## src/rtl/pipe_stage_skid.sv

```systemverilog
// Generic inter-stage pipeline register with a 2-entry skid buffer, flush and control-bubble masking.
// Optional stall/bubble counters are built when PIPE_STAGE_SKID_STATS_EN is defined.
module pipe_stage_skid #(
  parameter int                DATA_W   = 96,
  parameter int                CTRL_W   = 16,
  parameter logic [CTRL_W-1:0] CTRL_RST = '0
) (
  input  logic              clock,
  input  logic              reset,
  input  logic              flush,
  input  logic              up_valid,
  output logic              up_ready,
  input  logic [DATA_W-1:0] up_data,
  input  logic [CTRL_W-1:0] up_ctrl,
  output logic              dn_valid,
  input  logic              dn_ready,
  output logic [DATA_W-1:0] dn_data,
  output logic [CTRL_W-1:0] dn_ctrl
`ifdef PIPE_STAGE_SKID_STATS_EN
  ,
  input  logic              stats_clr,
  output logic [31:0]       stall_cycles,
  output logic [31:0]       bubble_cycles
`endif
);

  typedef enum logic [1:0] {
    EMPTY = 2'b00,
    FULL  = 2'b01,
    SKID  = 2'b11
  } state_t;

  state_t            state_q, state_d;
  logic              upReady_q;
  logic [DATA_W-1:0] mData_q, sData_q;
  logic [CTRL_W-1:0] mCtrl_q, sCtrl_q;

  logic mValid, inXfer, outXfer;
  logic loadMainUp, loadMainSkid, loadSkid;

  assign mValid  = (state_q != EMPTY);
  assign inXfer  = up_valid & upReady_q;
  assign outXfer = mValid & dn_ready;

  always_comb begin
    state_d      = state_q;
    loadMainUp   = 1'b0;
    loadMainSkid = 1'b0;
    loadSkid     = 1'b0;
    case (state_q)
      EMPTY: begin
        if (inXfer) begin
          loadMainUp = 1'b1;
          state_d    = FULL;
        end
      end
      FULL: begin
        if (inXfer && outXfer) begin
          loadMainUp = 1'b1;
        end else if (inXfer) begin
          loadSkid = 1'b1;
          state_d  = SKID;
        end else if (outXfer) begin
          state_d = EMPTY;
        end
      end
      SKID: begin
        // Upstream is blocked here, so only the drain path can fire.
        if (outXfer) begin
          loadMainSkid = 1'b1;
          state_d      = FULL;
        end
      end
      default: state_d = EMPTY;
    endcase
    // Flush drops held and incoming entries but leaves the data registers untouched.
    if (flush) begin
      state_d      = EMPTY;
      loadMainUp   = 1'b0;
      loadMainSkid = 1'b0;
      loadSkid     = 1'b0;
    end
  end

  always_ff @(posedge clock or posedge reset) begin
    if (reset) begin
      state_q   <= EMPTY;
      upReady_q <= 1'b1;
      mData_q   <= '0;
      mCtrl_q   <= CTRL_RST;
      sData_q   <= '0;
      sCtrl_q   <= CTRL_RST;
    end else begin
      state_q   <= state_d;
      upReady_q <= (state_d != SKID);
      if (loadMainUp) begin
        mData_q <= up_data;
        mCtrl_q <= up_ctrl;
      end else if (loadMainSkid) begin
        mData_q <= sData_q;
        mCtrl_q <= sCtrl_q;
      end
      if (loadSkid) begin
        sData_q <= up_data;
        sCtrl_q <= up_ctrl;
      end
    end
  end

  assign up_ready = upReady_q;
  assign dn_valid = mValid;
  assign dn_data  = mData_q;
  assign dn_ctrl  = mValid ? mCtrl_q : CTRL_RST;

`ifdef PIPE_STAGE_SKID_STATS_EN
  logic [31:0] stallCnt_q, bubbleCnt_q;

  // Counters saturate rather than wrap; clear wins over increment.
  always_ff @(posedge clock or posedge reset) begin
    if (reset) begin
      stallCnt_q  <= '0;
      bubbleCnt_q <= '0;
    end else if (stats_clr) begin
      stallCnt_q  <= '0;
      bubbleCnt_q <= '0;
    end else begin
      if (mValid && !dn_ready && (stallCnt_q != 32'hFFFF_FFFF)) begin
        stallCnt_q <= stallCnt_q + 32'd1;
      end
      if (!mValid && (bubbleCnt_q != 32'hFFFF_FFFF)) begin
        bubbleCnt_q <= bubbleCnt_q + 32'd1;
      end
    end
  end

  assign stall_cycles  = stallCnt_q;
  assign bubble_cycles = bubbleCnt_q;
`endif

endmodule

```

## config.mk

```make
export PLATFORM = sky130hd
export DESIGN_NAME = pipe_stage_skid
export DESIGN_NICKNAME = d
export VERILOG_FILES = /design/src/rtl/pipe_stage_skid.sv
export SDC_FILE = /design/constraint.sdc
export NUM_CORES = 1
export LEC_CHECK = 0
export ABC_AREA = 1
export CORE_ASPECT_RATIO = 2
export CORE_UTILIZATION = 51
export CTS_CLUSTER_DIAMETER = 50
export DETAILED_ROUTE_END_ITERATION = 16
export GPL_TIMING_DRIVEN = 0
export PLACE_DENSITY = 0.77
export SLEW_MARGIN = 15
export SYNTH_ARGS = -nofsm -noshare
export SYNTH_HDL_FRONTEND = slang
export SYNTH_SLANG_ARGS = --single-unit
```

## constraint.sdc

```tcl
create_clock -name clock -period 9.6 [get_ports clock]
set_clock_uncertainty 0.05 [all_clocks]
set_input_delay 1.44 -clock clock [delete_from_list [all_inputs] [get_ports clock]]
set_output_delay 1.44 -clock clock [all_outputs]
set_load 0.02 [all_outputs]
```

==> results by group <==
Outcome
  • Status: finished clean

Worst setup path
  • Worst setup SP type: flop
  • Worst r2r src: up_ready
  • CP Class: flop to primary output
  • Endpoint required time on the critical path: 8110 ps
  • Depth of the most critical reg-to-reg path: 7
  • Endpoint class of the critical path: primary output
  • R2r setup slk: 7650 ps
  • R2r endpoint: dn_data[6]
  • Worst EP arrival: 2580 ps
  • CP Cell Sequence: nor2_1, clkbuf_1, nor2_1, clkdlybuf4s50_1
  • Crit-path max cell delay: 570 ps
  • Worst path most repeated cell: nor2_1
  • Worst-path fanout max: 10
  • Slowest cell on the critical path: clkdlybuf4s50_1

Detailed routing
  • Routed Wire Length: 30.3 mm
  • Wire per inst: 15.7 µm
  • # DRC: 0
  • Via-per-instance ratio: 5.24
  • TritonRoute pass-1 iters: 5
  • Starting DRC count in detailed routing: 507
  • Final ANT Viol Nets: 0
  • Vias: between 10000 and 15000

Global route
  • Grt peak-use layer: met2
  • Grt ovf: 0
  • Largest net degree at the start of global routing: 85
  • Vias in the first global route: 10399
  • Initial antenna violation count: 1
  • GR Util met1: 0.316
  • Met3 GRT Util: 0.0349
  • First-pass GRT wire length: 50.5 mm
  • Met2 usage: 0.540
  • Global Route Usage Sum: 0.289

Power
  • Power per cell area: ~200 nW/µm²
  • Net switching power: 833 µW
  • Clk pwr share: 0.318
  • Power Total: 2.81 mW
  • VDD IR-drop max: roughly 160 µV
  • Combinational share of power: 0.234
  • Cell-internal power: between 1.5 and 2 mW
  • Sequential power share: 0.448
  • Static leakage: 7.37 nW
  • Switch share: 0.296

Logic synthesis
  • Syn. warnings: 0
  • Syn Area/Cell: 7.70 µm²
  • Seq/Total Area, Yosys: 0.529
  • Mapped cell area: 10700 µm²
  • Mapped Cells: ~1400
  • Syn nets: 1513
  • Yosys cell types: 15
  • #FFs+latches synth: roughly 230

Die
  • Ports: 231
  • Die height: 207 µm
  • Total Die Area: 21700 µm²
  • FP Rows: 74
  • Starting Density: 0.523
  • Die X: around 100 µm
  • Core area: 20600 µm²

Finish
  • Most common library cell in the layout ignoring fill and taps: nand2_1
  • Area growth from synthesis to layout: 32.0%
  • Register area: between 5000 and 6000 µm²
  • Most frequent cells in the layout: nand2_1 (453), nand3_1 (337), clkdlybuf4s50_1 (230)
  • Layout net count: 1768
  • Multi-input logic area: approximately 4000 µm²
  • Share of cells above drive strength 1: 0.0757
  • # fillers: 1766

Placement
  • Dpl ws: 6020 ps
  • RD Place Congestion: 0.854
  • Number of buffers added on ports: 230
  • HPWL after detailed placement: ~22 mm

STA
  • Max-slew violation count: 0
  • Final worst setup slack: 5530 ps
  • Total negative slack: 0 ps
  • Final hold viol count: 0
  • Max_slew headroom: 0.572
  • Clock period minus worst slack: between 4000 and 5000 ps
  • Least-Margin Pin Slew: around 640 ps
  • Final Hold Slack: 440 ps
  • Period utilization: 0.424
  • Max Fclk: 246 MHz
  • RSZ-0062 raised after global routing: false
  • Final setup vio count: 0

Hold path
  • Worst hold path class: flop to flop
  • Hold Path End: sData_q[72]
  • Hold path depth: 2
  • Hold_sp: sData_q[72]

Clock network
  • # clock sinks: 227
  • Post-cts repair resize count: 0
  • Number of clock buffers inserted by TritonCTS: 21
  • Worst-Skew Late Latency: approximately 500 ps
  • H-tree lvl count: 1
  • Reg clk slew, reported paths: 70 ps
  • Clock buffer depth: 3
  • Hold_buf cts: 0
  • Setup Buffers After CTS: 0
  • Clk root buf: clkbuf_16
  • CTS tree: done

Job
  • Maxcap violations: 0
## how the worst max path moves through the flow
| stage | startpoint | to | slack [ps] | depth (start not counted) |
|---|---|---|---|---|
| detailed placement | state_q[0] | dn_ctrl[9] | 6020 | 4 |
| global placement | reset | dn_data[62] | -910 | 2 |
| CTS | state_q[0] | dn_ctrl[9] | 5490 | 4 |
| floorplan | reset | dn_data[0] | 1890 | 1 |
| global route | state_q[0] | dn_ctrl[9] | 5340 | 4 |
| finish | state_q[0] | dn_ctrl[9] | 5530 | 4 |
## worst max-delay path, delay by kind of cell, from the launching register on
family | cells | cell delay [ps]
buffers and inverters | 2 | 1010
flip-flops | 1 | 420
AND/OR/NAND/NOR | 2 | 650
## synth_stat cells
cell type | instances | area [µm²]
a21oi_2 | 1 | 8.76
a31oi_1 | 1 | 6.26
buf_1 | 8 | 30.0
buf_2 | 81 | 405
clkbuf_1 | 20 | 75.1
dfrtp_1 | 226 | 5660
dfstp_2 | 1 | 26.3
inv_1 | 133 | 499
inv_2 | 2 | 7.51
nand2_1 | 453 | 1700
nand2_2 | 2 | 12.5
nand3_1 | 337 | 1690
nor2_1 | 19 | 71.3
o21ai_0 | 2 | 10.0
o21ai_1 | 110 | 551
## power groups by stage
stage	sequential [mW]	combinational, mW	clock (mW)
2_1_floorplan	1.34	0.276	0
3_3_place_gp	1.27	0.642	0
3_5_place_dp	1.27	0.660	0
4_1_cts	1.26	0.664	0.908
5_1_grt	1.28	0.726	0.945
6_report	1.26	0.658	0.894
## metrics by stage
stage / util / cells / instance area (µm²)
2_1_floorplan: - / 1396 / 10700
3_3_place_gp: 0.651 / 1892 / 13400
3_5_place_dp: 0.654 / 1894 / 13400
4_1_cts: 0.690 / 1931 / 14200
5_1_grt: 0.690 / 1932 / 14200
6_report: 0.690 / 1932 / 14200
## registers in the layout, summed over array words and instances, names as in the netlist
| register | count |
|---|---|
| dn_data | 96 |
| mCtrl_q | 16 |
| sCtrl_q | 16 |
| sData_q | 96 |
| state_q | 2 |
| up_ready | 1 |
## routing by layer
layer / part of all wire / up-vias / routed length [µm]
li1: - / 4964 / -
met2: 0.54 / 365 / 16500
met5: 0 / - / 0
met1: 0.36 / 4705 / 11000
met3: 0.049 / 82 / 1500
met4: 0.047 / 0 / 1410
## logic make-up (layout without fill, tap and decap cells)
family | Yosys count | after routing | share of synthesized area
AO/OA/AOI/OAI | 114 | 114 | 0.0536
buffers and inverters | 244 | 513 | 0.0947
flip-flops | 227 | 227 | 0.529
other | 0 | 1 | 0
AND/OR/NAND/NOR | 811 | 811 | 0.323
## area by class of cell
cell class | count | area share
Antenna cell | 1 | 0.000176
Sequential cell | 227 | 0.400
Inverter | 135 | 0.0362
Timing Repair Buffer | 232 | 0.166
Clock buffer | 28 | 0.0431
Buffer | 109 | 0.0360
Tap cell | 266 | 0.0235
Clock inverter | 9 | 0.00917
Multi-Input combinational cell | 925 | 0.285
No activity file was read; power rests on OpenSTA's default activity.
==> patch 1, RTL diff (same settings) <==
Set the parameter `DATA_W` to 100 (it was 96).
--- a/src/rtl/pipe_stage_skid.sv
+++ b/src/rtl/pipe_stage_skid.sv
@@ -1,7 +1,7 @@
 // Generic inter-stage pipeline register with a 2-entry skid buffer, flush and control-bubble masking.
 // Optional stall/bubble counters are built when PIPE_STAGE_SKID_STATS_EN is defined.
 module pipe_stage_skid #(
-  parameter int                DATA_W   = 96,
+  parameter int                DATA_W   = 100,
   parameter int                CTRL_W   = 16,
   parameter logic [CTRL_W-1:0] CTRL_RST = '0
 ) (
Interface: changed (resized dn_data and up_data); port bits go from 231 to 239. No check against the original RTL was run, so the function may have changed too.
==> patch 1 against the unedited design <==
Area after synthesis is 3.1% higher; synthesized cell count is 3.3% higher; sequential cell count rose by 8; die area increased by 3.1%; non-clock buffer count up 10; largest cell class unchanged; setup slack worse by 110 ps; final area increased by 2.7%; wire length increased by 2.4%; combinational power up 2%; final cell count up 3.1%; register-to-register slack worse by 420 ps; total power is 1.3% higher.
==> patch 1: results (changes against the unedited design) <==
* Peak supply drop at 0.1457 mV (-7.5%)
* Met2 usage at 52.71% (-1.3 points)
* Filler instances at 1,860 (+5.3%)
* Setup crit end: dn_ctrl[6]
* Met3 GRT Util at 3.680% (+0.19 points)
* Initial antenna violation count at 2 (+1)
* Via Count at 10,370 (+2.5%)
* Synth top cells by count: 470 x nand2_1, 349 x nand3_1, 234 x dfrtp_1, 136 x inv_1, 88 x o21ai_0
* Post-DP Area at 13,870 sq um (+3.1%)
* DP Wirelength at 22,850 microns (+3.1%)
* Largest net degree at the start of global routing at 103 (+21%)
* Share of cells above drive strength 1 at 5.882% (-1.7 points)
* Metal3 WL at 1563 microns (+4.2%)
* Sequential share of the synthesized area at 53.09% (+0.21 points)
* Hold-critical path endpoint: sCtrl_q[5]
* Met2 WL at 16,720 microns (+1.6%)
* Netlist cell types at 16 (+1)
* Top cells by area, synth: dfrtp_1 53%, nand2_1 16%, nand3_1 16%
* Net Count, Synth at 1,563 (+3.3%)
* Leakage power at 7.511 nW (+1.9%)
* Critical R2R Capture: dn_data[71]
* Total global-route track usage at 28.43% (-0.48 points)
* Hold WS at 435.4 ps (-4.801 ps)
* IO buf count at 238 (+3.5%)
* Hold wc startpoint: sCtrl_q[5]
* Status: completed
* Nets at 1,826 (+3.3%)
* Worst setup margin at 5423 ps (-105.1 ps)
* Flop-to-flop setup slack at 7230 ps (-420 ps)
* Vias in the first global route at 10,570 (+1.6%)
* Met1 usage at 30.25% (-1.4 points)
* Wire per inst at 15.60 microns (-0.66%)
## patch 1: cell count changes in the layout (fill, tap and decap cells not counted), moves of 2 or more
| cell | before | now |
|---|---|---|
| clkinvlp_4 | 1 | 3 |
| inv_1 | 132 | 135 |
| clkbuf_1 | 21 | 48 |
| nand3_1 | 337 | 349 |
| buf_2 | 81 | 58 |
| o21ai_0 | 2 | 88 |
| nand2_1 | 453 | 470 |
| clkdlybuf4s50_1 | 230 | 238 |
| o21ai_1 | 110 | 28 |
| clkbuf_8 | 6 | 3 |
| dfrtp_1 | 226 | 234 |
## patch 1: layout make-up
cell class                      count  area (sq um)  area share [%]
Antenna cell                        2         5.005         0.03434
Buffer                            111         489.2           3.357
Clock buffer                       26         574.3           3.941
Clock inverter                      9         127.6          0.8758
Inverter                          139         529.3           3.632
Multi-Input combinational cell    957          4187           28.73
Sequential cell                   235          5882           40.36
Tap cell                          273         341.6           2.344
Timing Repair Buffer              240          2437           16.73
## patch 1: report_power, final
group	total, mW	switching, mW	internal (mW)
registers	1.30	0.113	1.19
logic	0.669	0.364	0.304
clock network	0.878	0.373	0.505
total	2.85	0.851	2.00
## patch 1: critical path, cell delays in order (launching register included)
cell and delay [ps]:
dfrtp_1 420, nor2_1 600, clkbuf_1 480, nor2_1 90
clkdlybuf4s50_1 590
## patch 1: kinds of logic (layout without fill, tap and decap cells)
logic type             Yosys count  after routing  share of synthesized area [%]
DFF                            235            235                          53.09
buffers and inverters          250            525                          9.125
other                            0              2                              0
and+or+nand+nor                839            839                          32.41
AOI/OAI and AO/OA              118            118                          5.375
==> patch 2, RTL diff (config.mk and constraints unchanged) <==
Made on the original files. Encoding of `state_t`: now one-hot (3 bits for 3 states).
--- a/src/rtl/pipe_stage_skid.sv
+++ b/src/rtl/pipe_stage_skid.sv
@@ -24,10 +24,10 @@
 `endif
 );
 
-  typedef enum logic [1:0] {
-    EMPTY = 2'b00,
-    FULL  = 2'b01,
-    SKID  = 2'b11
+  typedef enum logic [2:0] {
+    EMPTY = 3'b001,
+    FULL  = 3'b010,
+    SKID  = 3'b100
   } state_t;
 
   state_t            state_q, state_d;
Formal check against the unedited RTL: same outputs for any inputs over 4 cycles, from zero or initial values and one cycle with reset high; so few cycles prove little.
==> patch 2 against the unedited design <==
Final area shrank 3.1%; global-route usage up 0.41 points; synthesized cell count fell by 15%; wire length shrank 1.8%; setup slack worse by 77 ps; total power is 13% higher; sequential cell count is 1 higher; final cell count fell by 11%; area after synthesis shrank 3.2%; first-iteration DRC count fell by 35%; critical path type unchanged; critical endpoint is now dn_ctrl[13]; highest routed layer unchanged.
==> patch 2: results (changes against the unedited design) <==
* Status: completed
* Flop-to-flop setup slack at 7390 ps (-260 ps)
* Met1 Wirelength at 10,310 microns (-6.0%)
* Initial DRC count at 332 (-35%)
* Final Non-Filler Cells at 1,710 (-11%)
* Fmax at 241.1 MHz (-1.8%)
* WP data arrival at 2660 ps (+80 ps)
* Top cells by area, synth: dfrtp_1 54%, nand3_1 11%, nand2_1 8.4%
* Setup crit end: dn_ctrl[13]
* Total global-route track usage at 29.32% (+0.41 points)
* Largest net degree at the start of global routing at 96 (+13%)
* Metal3 WL at 1752 microns (+17%)
* DP Wirelength at 21,770 microns (-1.8%)
* Initial antenna violation count at 0 (-1)
* Placer Congestion at 0.8700 (+1.9%)
* Share of cells above drive strength 1 at 11.46% (+3.9 points)
* Met2 WL at 16,220 microns (-1.5%)
* Int Power at 2.139 mW (+8.1%)
* Critical R2R Capture: dn_data[34]
* Clock slew at reported path FFs at 70 ps (about the same)
* Netlist cell types at 23 (+8)
* Ant diodes at 0 (-1)
* Mapped Avg Cell Area at 8.811 sq um (+14%)
* Leakage power at 6.577 nW (-11%)
* Net Count, Synth at 1,297 (-14%)
* First-pass GRT wire length at 47,490 microns (-6.0%)
* Slew HR at 55.57% (-1.6 points)
* Crit path from: state_q[2]
* DRT Wirelength at 29,810 microns (-1.8%)
* FF-to-FF path depth at 6 (-1)
* Post-place setup slack at 5990 ps (-27.95 ps)
* Peak supply drop at 0.1607 mV (+2.1%)
* Sequential share of the synthesized area at 54.90% (+2.0 points)
* Vias in the first global route at 9,450 (-9.1%)
* Synth top cells by count: 232 x nand2_1, 228 x nand3_1, 226 x dfrtp_1, 133 x inv_1, 112 x nand4_1
* Via Count at 9,191 (-9.1%)
* Crit-path max cell delay at 660 ps (+90 ps)
## patch 2: cells by family (layout without fill, tap and decap cells)
logic type	count (synthesis)	count (layout)	synth area share [%]
AO/OA/AOI/OAI	117	117	7.377
buffers and inverters	236	504	10.25
flip-flops	228	228	54.90
AND/OR/NAND/NOR	599	599	27.47
## patch 2: cell type report
| cell class | count | area, sq um | share of cell area (%) |
|---|---|---|---|
| Multi-Input combinational cell | 716 | 3623 | 26.36 |
| Tap cell | 262 | 327.8 | 2.385 |
| Timing Repair Buffer | 232 | 2357 | 17.15 |
| Sequential cell | 228 | 5708 | 41.52 |
| Buffer | 97 | 544.3 | 3.959 |
| Clock buffer | 32 | 586.8 | 4.269 |
| Inverter | 139 | 529.3 | 3.850 |
| Clock inverter | 4 | 70.07 | 0.5097 |
## patch 2: metrics by stage
stage	util (%)	power [mW]	area, sq um
global route	69.04	3.331	13750
floorplan	-	1.878	10400
finish	69.04	3.168	13750
global placement	65.43	2.328	13030
CTS	69.04	3.191	13750
detailed placement	65.74	2.360	13090
## patch 2: how the worst min path moves through the flow
stage	start	endpoint	slack, ps	cells after the start
2_1_floorplan	sData_q[49]	sData_q[49]	400	2
6_report	sData_q[94]	sData_q[94]	430	2
3_3_place_gp	sData_q[56]	sData_q[56]	410	2
3_5_place_dp	sData_q[94]	sData_q[94]	420	2
4_1_cts	sData_q[94]	sData_q[94]	430	2
5_1_grt	sData_q[25]	sData_q[25]	450	2
## patch 2: worst register-to-register path: cells and delay by family, from the launching register on
family / cells / cell delay (ps)
buf+inv: 2 / 910
flops: 1 / 540
simple gates: 4 / 650
## patch 2: power by group through the flow
stage          Combinational (mW)  Sequential, mW  Clock [mW]
2_1_floorplan               0.369            1.51           0
3_3_place_gp                0.946            1.38           0
3_5_place_dp                0.970            1.39           0
4_1_cts                     0.975            1.37       0.841
5_1_grt                      1.05            1.40       0.877
6_report                    0.963            1.38       0.829
## patch 2: layer usage
layer  vias to the layer above  track usage, %
li1                       4435               -
met1                      4379           31.72
met5                         -               0
met4                         0           14.34
met2                       292           53.60
met3                        85           4.959
